$ cat src/rtl/ysyx_22041207_hazard_ctrl.sv
// Pipeline hazard controller: stall/bubble/flush generation for the 5-stage core.
// Control outputs are combinational from the current state and inputs so the
// negedge-sampled pipeline registers see them within the same cycle.
module ysyx_22041207_hazard_ctrl #(
    parameter int REG_W   = 5,
    parameter int MDU_MAX = 64,
    parameter int CNT_W   = 64
) (
    input  logic             clk,
    input  logic             rst,
    input  logic [REG_W-1:0] id_rs1,
    input  logic [REG_W-1:0] id_rs2,
    input  logic             id_rs1_ren,
    input  logic             id_rs2_ren,
    input  logic [REG_W-1:0] ex_rd,
    input  logic             ex_is_load,
    input  logic             ex_redirect,
    input  logic             ex_mdu_start,
    input  logic             mdu_done,
    input  logic             mem_busy,
    output logic             pc_stall,
    output logic             if_id_bubble,
    output logic             if_id_flush,
    output logic             id_ex_bubble,
    output logic             id_ex_flush,
    output logic             ex_mem_bubble,
    output logic             ex_mem_flush,
    output logic [1:0]       ctrl_state,
    output logic [CNT_W-1:0] stall_cnt,
    output logic             mdu_timeout
);

    localparam logic [1:0] ST_RUN = 2'd0;
    localparam logic [1:0] ST_MDU = 2'd1;
    localparam logic [1:0] ST_MEM = 2'd2;

    localparam int              MC_W      = $clog2(MDU_MAX + 1);
    localparam logic [MC_W-1:0] MDU_MAX_C = MC_W'(MDU_MAX);

    // Packed control vector: {pc_stall, if_id_bubble, if_id_flush, id_ex_bubble,
    //                         id_ex_flush, ex_mem_bubble, ex_mem_flush}
    localparam logic [6:0] CTL_NONE   = 7'b000_0000;
    localparam logic [6:0] CTL_FREEZE = 7'b110_1010;
    localparam logic [6:0] CTL_REDIR  = 7'b001_0100;
    localparam logic [6:0] CTL_MDU    = 7'b110_1001;
    localparam logic [6:0] CTL_LUH    = 7'b110_0100;

    logic [1:0]       state_q, state_d, eff_state_s;
    logic             redirect_pend_q, redirect_pend_d;
    logic             ret_mdu_q, ret_mdu_d;
    logic [MC_W-1:0]  mdu_cnt_q, mdu_cnt_d;
    logic [CNT_W-1:0] stall_cnt_q, stall_cnt_d;
    logic             mdu_timeout_q, mdu_timeout_d;
    logic [6:0]       ctl_s;
    logic             luh_s;

    // Load-use hazard: the EX load writes a register the ID instruction reads.
    always_comb begin
        luh_s = ex_is_load && (ex_rd != {REG_W{1'b0}}) &&
                ((id_rs1_ren && (id_rs1 == ex_rd)) || (id_rs2_ren && (id_rs2 == ex_rd)));
    end

    // Next-state and control decode; a MEM state whose wait just ended behaves
    // as the state it returns to, so that state's rules apply in the same cycle.
    always_comb begin
        ctl_s           = CTL_NONE;
        state_d         = state_q;
        redirect_pend_d = redirect_pend_q;
        ret_mdu_d       = ret_mdu_q;
        mdu_cnt_d       = mdu_cnt_q;
        mdu_timeout_d   = mdu_timeout_q;

        if ((state_q == ST_MEM) && !mem_busy) begin
            eff_state_s = ret_mdu_q ? ST_MDU : ST_RUN;
        end else begin
            eff_state_s = state_q;
        end

        case (eff_state_s)
            ST_RUN: begin
                if (mem_busy) begin
                    ctl_s           = CTL_FREEZE;
                    state_d         = ST_MEM;
                    ret_mdu_d       = 1'b0;
                    redirect_pend_d = redirect_pend_q | ex_redirect;
                end else if (ex_redirect || redirect_pend_q) begin
                    ctl_s           = CTL_REDIR;
                    state_d         = ST_RUN;
                    redirect_pend_d = 1'b0;
                end else if (ex_mdu_start && !mdu_done) begin
                    ctl_s     = CTL_MDU;
                    state_d   = ST_MDU;
                    mdu_cnt_d = MC_W'(1);
                end else if (luh_s) begin
                    ctl_s   = CTL_LUH;
                    state_d = ST_RUN;
                end else begin
                    ctl_s   = CTL_NONE;
                    state_d = ST_RUN;
                end
            end
            ST_MDU: begin
                redirect_pend_d = redirect_pend_q | ex_redirect;
                if (mem_busy) begin
                    ctl_s     = CTL_FREEZE;
                    state_d   = ST_MEM;
                    ret_mdu_d = 1'b1;
                end else if (mdu_done) begin
                    ctl_s   = CTL_NONE;
                    state_d = ST_RUN;
                end else if (mdu_cnt_q == MDU_MAX_C) begin
                    ctl_s         = CTL_NONE;
                    state_d       = ST_RUN;
                    mdu_timeout_d = 1'b1;
                end else begin
                    ctl_s     = CTL_MDU;
                    state_d   = ST_MDU;
                    mdu_cnt_d = mdu_cnt_q + MC_W'(1);
                end
            end
            ST_MEM: begin
                ctl_s           = CTL_FREEZE;
                state_d         = ST_MEM;
                redirect_pend_d = redirect_pend_q | ex_redirect;
            end
            default: begin
                ctl_s   = CTL_NONE;
                state_d = ST_RUN;
            end
        endcase

        if (ctl_s[6] && (stall_cnt_q != {CNT_W{1'b1}})) begin
            stall_cnt_d = stall_cnt_q + CNT_W'(1);
        end else begin
            stall_cnt_d = stall_cnt_q;
        end
    end

    // State registers with synchronous reset; reset abandons any op in flight.
    always_ff @(posedge clk) begin
        if (rst) begin
            state_q         <= ST_RUN;
            redirect_pend_q <= 1'b0;
            ret_mdu_q       <= 1'b0;
            mdu_cnt_q       <= {MC_W{1'b0}};
            stall_cnt_q     <= {CNT_W{1'b0}};
            mdu_timeout_q   <= 1'b0;
        end else begin
            state_q         <= state_d;
            redirect_pend_q <= redirect_pend_d;
            ret_mdu_q       <= ret_mdu_d;
            mdu_cnt_q       <= mdu_cnt_d;
            stall_cnt_q     <= stall_cnt_d;
            mdu_timeout_q   <= mdu_timeout_d;
        end
    end

    // Output drive; control lines are held low throughout reset.
    always_comb begin
        if (rst) begin
            {pc_stall, if_id_bubble, if_id_flush, id_ex_bubble,
             id_ex_flush, ex_mem_bubble, ex_mem_flush} = CTL_NONE;
        end else begin
            {pc_stall, if_id_bubble, if_id_flush, id_ex_bubble,
             id_ex_flush, ex_mem_bubble, ex_mem_flush} = ctl_s;
        end
        ctrl_state  = state_q;
        stall_cnt   = stall_cnt_q;
        mdu_timeout = mdu_timeout_q;
    end

endmodule
$ cat config.mk
export PLATFORM = sky130hd
export DESIGN_NAME = ysyx_22041207_hazard_ctrl
export DESIGN_NICKNAME = d
export VERILOG_FILES = /design/src/rtl/ysyx_22041207_hazard_ctrl.sv
export SDC_FILE = /design/constraint.sdc
export NUM_CORES = 1
export LEC_CHECK = 0
export CAP_MARGIN = 20
export CORE_MARGIN = 4
export CORE_UTILIZATION = 46
export CTS_CLUSTER_SIZE = 24
export DETAILED_ROUTE_END_ITERATION = 10
export GPL_TIMING_DRIVEN = 0
export PLACE_DENSITY = 0.77
export SLEW_MARGIN = 15
export SYNTH_ARGS = -nofsm -noshare
export SYNTH_HDL_FRONTEND = slang
export SYNTH_SLANG_ARGS = --single-unit
$ cat constraint.sdc
create_clock -name clk -period 3.1 [get_ports clk]
set_clock_uncertainty 0.1 [all_clocks]
set_input_delay 0.62 -clock clk [delete_from_list [all_inputs] [get_ports clk]]
set_output_delay 0.62 -clock clk [all_outputs]
set_load 0.1 [all_outputs]
==> results of run 1 <==
[per-stage QoR]
| step | TNS (ns) | power [mW] |
|---|---|---|
| detailed placement | -23.44 | 1.30 |
| global placement | -20.09 | 1.29 |
| CTS | -0.104 | 2.06 |
| finish | 0 | 2.07 |
| floorplan | -1.31 | 1.21 |
| global route | -0.170 | 2.14 |
[Yosys cell counts (all sizes together) (2+ instances only)]
library cell  number  share of area [%]
and2               5               0.72
nand3             29                3.4
or2                3               0.43
a21oi             14                1.6
dfxtp             76                 35
nand2b             9                1.3
and3               5               0.72
inv               13                1.1
nor3              27                3.1
nor4b              5                1.0
ha                 7                2.0
a211oi             4               0.69
a31oi              3               0.43
o211ai             2               0.35
buf               14                2.3
or4                5               0.96
clkbuf            17                1.5
nand2             37                3.2
xnor2             54                 11
o21bai             2               0.35
xor2               6                1.2
nor2              72                6.3
nand4             28                5.1
and4              10                2.1
a2bb2oi            2               0.55
nor3b              5               0.87
or3               11                1.6
o21ai             23                2.7
nand3b             3               0.52
nor4              28                5.0
and3b              2               0.41
[path summary, 6_finish.rpt]
kind	from	end	depth (start not counted)
setup / recovery	ex_rd[3]	if_id_bubble	8
hold reg to reg	redirect_pend_q	redirect_pend_q	2
hold / removal	redirect_pend_q	redirect_pend_q	2
setup reg to reg	ctrl_state[1]	stall_cnt[52]	12
[tightest hold or removal path, delay by kind of cell, from the launching register on]
kind | cells | cell delay [ns]
flip-flops | 1 | 0.31
buffers and inverters | 1 | 0.05
AO/OA/AOI/OAI | 1 | 0.07
[timing repair]
action | in CTS | in global routing
pin swaps | 4 | 18
gates resized for setup | 53 | 31
endpoints found under the setup margin | 20 | 31
setup buffers | 6 | 6
[registers in the layout, indices dropped and copies added (netlist names)]
signal and count:
stall_cnt 64, mdu_cnt_q 7, ctrl_state 2, mdu_timeout 1
redirect_pend_q 1, ret_mdu_q 1
[kinds of logic after synthesis]
group | after synthesis
AOI/OAI and AO/OA | 58
xor gates and xnor gates | 60
adders and majority gates | 7
buffers and inverters | 44
DFF | 76
muxes | 1
and+or+nand+nor | 287
[where the power goes]
group / total, mW / internal (mW) / switching, mW
Sequential: 0.991 / 0.982 / 0.00836
Combinational: 0.314 / 0.109 / 0.205
Clock: 0.769 / 0.370 / 0.399
Total: 2.07 / 1.46 / 0.612
[routing by layer]
metal  track usage, %  wire [um]
met5                0          0
met4             11.1        437
met3             3.58        841
met2             38.0       6180
met1             30.7       5630
[final cells by class]
class	instances	area, um2	share of cell area [%]
clock buffer	10	128	2.15
inverter	13	51.3	0.866
multi-input combinational	413	2750	46.4
sequential	76	1530	25.8
timing repair buffer	108	1080	18.2
tap	111	139	2.34
clock inverter	6	65.1	1.10
buffer	30	188	3.17
==> impl_metrics.env, run 1 <==
export IMPL_run_status="complete, no violations"
export IMPL_worst_slew_pin_transition_ns=1.06
export IMPL_crit_path_max_incr_delay_ns=0.49
export IMPL_final_net_count=682
export IMPL_fmax_mhz=324
export IMPL_worst_setup_hold_path_clk_slew_ns=0.08
export IMPL_leakagePower_nw=2.00
export IMPL_dieArea_mm2=0.0110
export IMPL_final_design_area_no_fill_mm2=0.00593
export IMPL_die_width_um=105
export IMPL_grt_pass1_wl_um=21100
export IMPL_cts_tree="built"
export IMPL_final_hold_violation_count=0
export IMPL_grt_use_total_pct=23.5
export IMPL_firstDrtPassIters=5
export IMPL_most_common_layout_cells="sky130_fd_sc_hd__clkdlybuf4s50_1 (76), sky130_fd_sc_hd__dfxtp_1 (73), sky130_fd_sc_hd__nor2_1 (71)"
export IMPL_cts_hold_buf=0
export IMPL_max_cap_violations=0
export IMPL_layout_commonest_cell="sky130_fd_sc_hd__clkdlybuf4s50_1"
export IMPL_rows=35
export IMPL_synthesis_area_per_instance_um2=8.11
export IMPL_detailroute_via_count=4451
export IMPL_power_per_cell_area_mw_per_mm2=350
export IMPL_antenna_diode_count=0
export IMPL_wl_per_cell_um=17.1
export IMPL_synth_xor_xnor_area_share_pct=12.2
export IMPL_post_synth_fa_ha_maj_area_fraction_pct=2.03
export IMPL_main_combinational_cell_family_by_area_after_synthesis="simple AND/OR/NAND/NOR gates"
export IMPL_nFillCells=763
export IMPL_post_synth_mux_area_share_pct=0.261
export IMPL_slew_violations=0
export IMPL_rsz0062_at_grt="true"
export IMPL_setup_worst_path_class="input port to output port"
export IMPL_final_setup_vio_count=0
export IMPL_regToRegSetupSlack_ns=0.19
export IMPL_via_count_of_the_first_global_routing_pass=4284
export IMPL_syn_cell_area_mm2=0.00432
export IMPL_worst_path_arrival_time_ns=2.37
export IMPL_coreArea_mm2=0.00920
export IMPL_fin_crit_ns=3.09
export IMPL_yosysSeqAreaShare_pct=35.2
export IMPL_dpl_instance_area_mm2=0.00554
export IMPL_final_antenna_net_count=0
export IMPL_ys_ff_latch=76
export IMPL_path_cells="dlygate4sd2_1 -> or4_1 -> o211ai_1 -> nand2b_4 -> o21a_1 -> nor3_4 -> buf_6 -> buf_12"
export IMPL_layout_setup_ws_ns=0.0105
export IMPL_fp_dieH_um=105
export IMPL_synth_simple_area_share_pct=37.4
export IMPL_grt_overflow=0
export IMPL_post_dp_hpwl_um=9510
export IMPL_grt_max_degree=14
export IMPL_final_min_period_over_clock_period_pct=99.7
export IMPL_pre_cts_ws_ns=-1.22
export IMPL_critical_path_required_time_ns=2.38
export IMPL_clock_sinks=76
export IMPL_antenna_found_initial=0
export IMPL_finalWeightedCongestion=0.884
export IMPL_drc_errors=0
export IMPL_final_core_util_pct=64.4
export IMPL_clk_path_buf_depth=2
export IMPL_synth_async_sr_flop_share_pct=0
export IMPL_drt_vias_per_instance=5.80
export IMPL_cts_inserted_buffers=9
export IMPL_critical_path_top_delay_family="simple AND/OR/NAND/NOR gates"
export IMPL_synth_fp_nets=564
export IMPL_numPlacedInstances=740
export IMPL_stdcell_count=767
export IMPL_whs_ns=0.383
export IMPL_syn_to_final_growth_pct=37.1
export IMPL_cp_num_buf_inv=3
export IMPL_place_port_buffers=96
export IMPL_worstSetupStartpointType="input port"
export IMPL_worst_setup_path_end_kind="output port"
export IMPL_routed_wirelength_um=13100
export IMPL_htree_levels=3
export IMPL_netlist_instances=533
export IMPL_vdd_drop_max_uv=177
export IMPL_post_route_cells_drive_above_1_share_pct=14.2
export IMPL_num_io_pins=98
export IMPL_synth_top_flop_cell="sky130_fd_sc_hd__dfxtp_1"
export IMPL_crit_fanout=3
export IMPL_synth_distinct_cells=55
export IMPL_clock_latency_ns=0.37
export IMPL_max_slew_margin_rel_pct=29.3
export IMPL_ctsRootBufferMaster="sky130_fd_sc_hd__clkbuf_8"
export IMPL_ys_warn_count=0
export IMPL_drtIter0Drc=337
export IMPL_slowest_library_cell_on_the_worst_path="sky130_fd_sc_hd__or4_1"
export IMPL_floorplan_initialDensity_pct=47.0
export IMPL_hold_path_class="register to register"
export IMPL_number_of_enable_flip_flop_cells_after_synthesis=0
export IMPL_synth_compound_area_share_pct=8.08
Note: power is estimated with default switching activity, not from simulation.
==> run 2: changes to the inputs <==
--- a/config.mk
+++ b/config.mk
@@ -5,7 +5,7 @@
 export SDC_FILE = /design/constraint.sdc
 export NUM_CORES = 1
 export LEC_CHECK = 0
-export CAP_MARGIN = 20
+export CAP_MARGIN = 15
 export CORE_MARGIN = 4
 export CORE_UTILIZATION = 46
 export CTS_CLUSTER_SIZE = 24
==> results of run 2 <==
The final DEF is identical to that of run 1; final timing and power are the same.
==> run 3: changes to the inputs <==
--- a/config.mk
+++ b/config.mk
@@ -6,7 +6,6 @@
 export NUM_CORES = 1
 export LEC_CHECK = 0
 export CAP_MARGIN = 15
-export CORE_MARGIN = 4
 export CORE_UTILIZATION = 46
 export CTS_CLUSTER_SIZE = 24
 export DETAILED_ROUTE_END_ITERATION = 10
==> impl_metrics.env, run 3 (synthesis gave the netlist of run 1 again) <==
export IMPL_run_status="complete, no violations"
export IMPL_numPlacedInstances=740
export IMPL_min_delay_path_depth=2
export IMPL_coreArea_mm2=0.00915
export IMPL_clock_sinks=76
export IMPL_dpl_instance_area_mm2=0.00554
export IMPL_worstSetupStartpointType="input port"
export IMPL_post_route_cells_drive_above_1_share_pct=12.8
export IMPL_totalNegativeSetupSlack_ns=0
export IMPL_intPower_mw=1.66
export IMPL_syn_to_final_growth_pct=37.1
export IMPL_cts_tree="built"
export IMPL_reg2reg_to="stall_cnt[52]"
export IMPL_power_combinational_fraction_pct=13.6
export IMPL_whs_ns=0.376
export IMPL_slew_violations=0
export IMPL_pre_cts_ws_ns=-1.24
export IMPL_rr_startpoint="ctrl_state[1]"
export IMPL_drt_vias_per_instance=5.77
export IMPL_antenna_diode_count=0
export IMPL_htree_levels=3
export IMPL_clk_path_buf_depth=2
export IMPL_fp_dieH_um=98.9
export IMPL_swShare_pct=25.9
export IMPL_rows=35
export IMPL_setup_worst_path_class="input port to output port"
export IMPL_total_switching_power_mw=0.580
export IMPL_final_core_util_pct=64.7
export IMPL_worst_slew_pin_transition_ns=1.02
export IMPL_worst_setup_path_end_kind="output port"
export IMPL_worst_setup_hold_path_clk_slew_ns=0.07
export IMPL_multiInputGateArea_mm2=0.00275
export IMPL_power_per_cell_area_mw_per_mm2=379
export IMPL_drc_errors=0
export IMPL_final_net_count=676
export IMPL_max_cap_violations=0
export IMPL_grt_use_total_pct=25.7
export IMPL_vdd_drop_max_uv=239
export IMPL_grt_overflow=0
export IMPL_regArea_mm2=0.00153
export IMPL_hold_path_startpoint="mdu_timeout"
export IMPL_fmax_mhz=324
export IMPL_detailroute_via_count=4391
export IMPL_nFillCells=796
export IMPL_final_min_period_over_clock_period_pct=99.5
export IMPL_ctsRootBufferMaster="sky130_fd_sc_hd__clkbuf_8"
export IMPL_pwr_total_mw=2.24
export IMPL_final_antenna_net_count=0
export IMPL_routed_wirelength_um=12600
export IMPL_power_frac_seq_pct=44.2
export IMPL_layout_setup_ws_ns=0.0140
export IMPL_drtIter0Drc=240
export IMPL_wl_per_cell_um=16.6
export IMPL_leakagePower_nw=1.96
export IMPL_final_hold_violation_count=0
export IMPL_antenna_found_initial=0
export IMPL_via_count_of_the_first_global_routing_pass=4097
export IMPL_most_common_layout_cells="sky130_fd_sc_hd__clkdlybuf4s50_1 (83), sky130_fd_sc_hd__dfxtp_1 (73), sky130_fd_sc_hd__nor2_1 (71)"
export IMPL_crit_fanout=9
export IMPL_die_width_um=98.9
export IMPL_critical_path_required_time_ns=2.38
export IMPL_final_design_area_no_fill_mm2=0.00593
export IMPL_fin_crit_ns=3.09
export IMPL_num_io_pins=98
export IMPL_rsz0062_at_grt="true"
export IMPL_reg2reg_depth=12
export IMPL_grt_pass1_wl_um=20000
export IMPL_clock_latency_ns=0.35
export IMPL_cts_inserted_buffers=9
export IMPL_place_port_buffers=96
export IMPL_final_setup_vio_count=0
export IMPL_max_slew_margin_rel_pct=31.6
export IMPL_largest_reg_flops=64
export IMPL_min_delay_worst_endpoint="mdu_timeout"
export IMPL_hold_path_class="register to register"
export IMPL_firstDrtPassIters=5
export IMPL_worst_path_arrival_time_ns=2.37
export IMPL_stdcell_count=761
export IMPL_post_dp_hpwl_um=9210
export IMPL_floorplan_initialDensity_pct=47.2
export IMPL_power_share_clock_pct=42.2
export IMPL_dieArea_mm2=0.00979
export IMPL_finalWeightedCongestion=0.884
export IMPL_grt_max_degree=13
export IMPL_regToRegSetupSlack_ns=0.18
export IMPL_layout_commonest_cell="sky130_fd_sc_hd__clkdlybuf4s50_1"
run 3: cell count changes in the layout (fill, tap and decap cells not counted), sizes merged, moves of 2 or more:
| cell | change |
|---|---|
| buf | -8 |
| bufinv | +2 |
| clkbuf | +3 |
| clkdlybuf4s50 | +7 |
| clkinvlp | -4 |
| dlymetal6s2s | -6 |
run 3: worst max path at each step:
stage                  start        to  slack, ns  cells after the start
floorplan           mem_busy  pc_stall      -0.63                     12
global placement    ex_rd[3]  pc_stall      -1.15                      9
detailed placement  ex_rd[2]  pc_stall      -1.24                      9
CTS                 mem_busy  pc_stall      -0.07                     13
global route        mem_busy  pc_stall      -0.06                     13
finish              mem_busy  pc_stall       0.01                     13
run 3: layer usage:
layer / vias up / GRT usage [%] / wire length, um
met5: - / 0 / 0
met4: 0 / 10.7 / 289
met3: 24 / 3.83 / 534
met2: 139 / 42.8 / 6070
met1: 2105 / 33.3 / 5730
li1: 2123 / - / -
run 3: power groups by stage:
stage	combinational, mW	sequential, mW	clock (mW)
finish	0.305	0.992	0.946
global route	0.322	0.994	0.993
detailed placement	0.283	1.02	0
floorplan	0.154	1.05	0
global placement	0.278	1.02	0
CTS	0.290	0.993	0.952
run 3: cell type report:
type,instances,area share [%]
Inverter,13,0.866
Multi-Input combinational cell,413,46.5
Clock inverter,4,1.60
Buffer,31,3.40
Clock buffer,12,2.62
Tap cell,111,2.34
Sequential cell,76,25.8
Timing Repair Buffer,101,16.9
run 3: timing repair:
| action | in CTS | in global routing |
|---|---|---|
| setup endpoints to repair | 21 | 21 |
| buffers inserted | 4 | 1 |
| endpoints found under the hold margin | 0 | 0 |
| hold buffers | 0 | 0 |
| pin swaps | 5 | 7 |
| cloned | 0 | 0 |
| gates resized for setup | 53 | 19 |
run 3: critical path, cell delays in order:
cell and delay, ns:
sky130_fd_sc_hd__clkbuf_16 0.14, sky130_fd_sc_hd__inv_4 0.05, sky130_fd_sc_hd__a31oi_4 0.15, sky130_fd_sc_hd__inv_2 0.06
sky130_fd_sc_hd__ha_1 0.20, sky130_fd_sc_hd__clkbuf_8 0.14, sky130_fd_sc_hd__o21ai_4 0.14, sky130_fd_sc_hd__o311ai_4 0.13
sky130_fd_sc_hd__a31oi_4 0.20, sky130_fd_sc_hd__o21a_1 0.21, sky130_fd_sc_hd__nor3_4 0.06, sky130_fd_sc_hd__buf_6 0.13
sky130_fd_sc_hd__buf_12 0.15
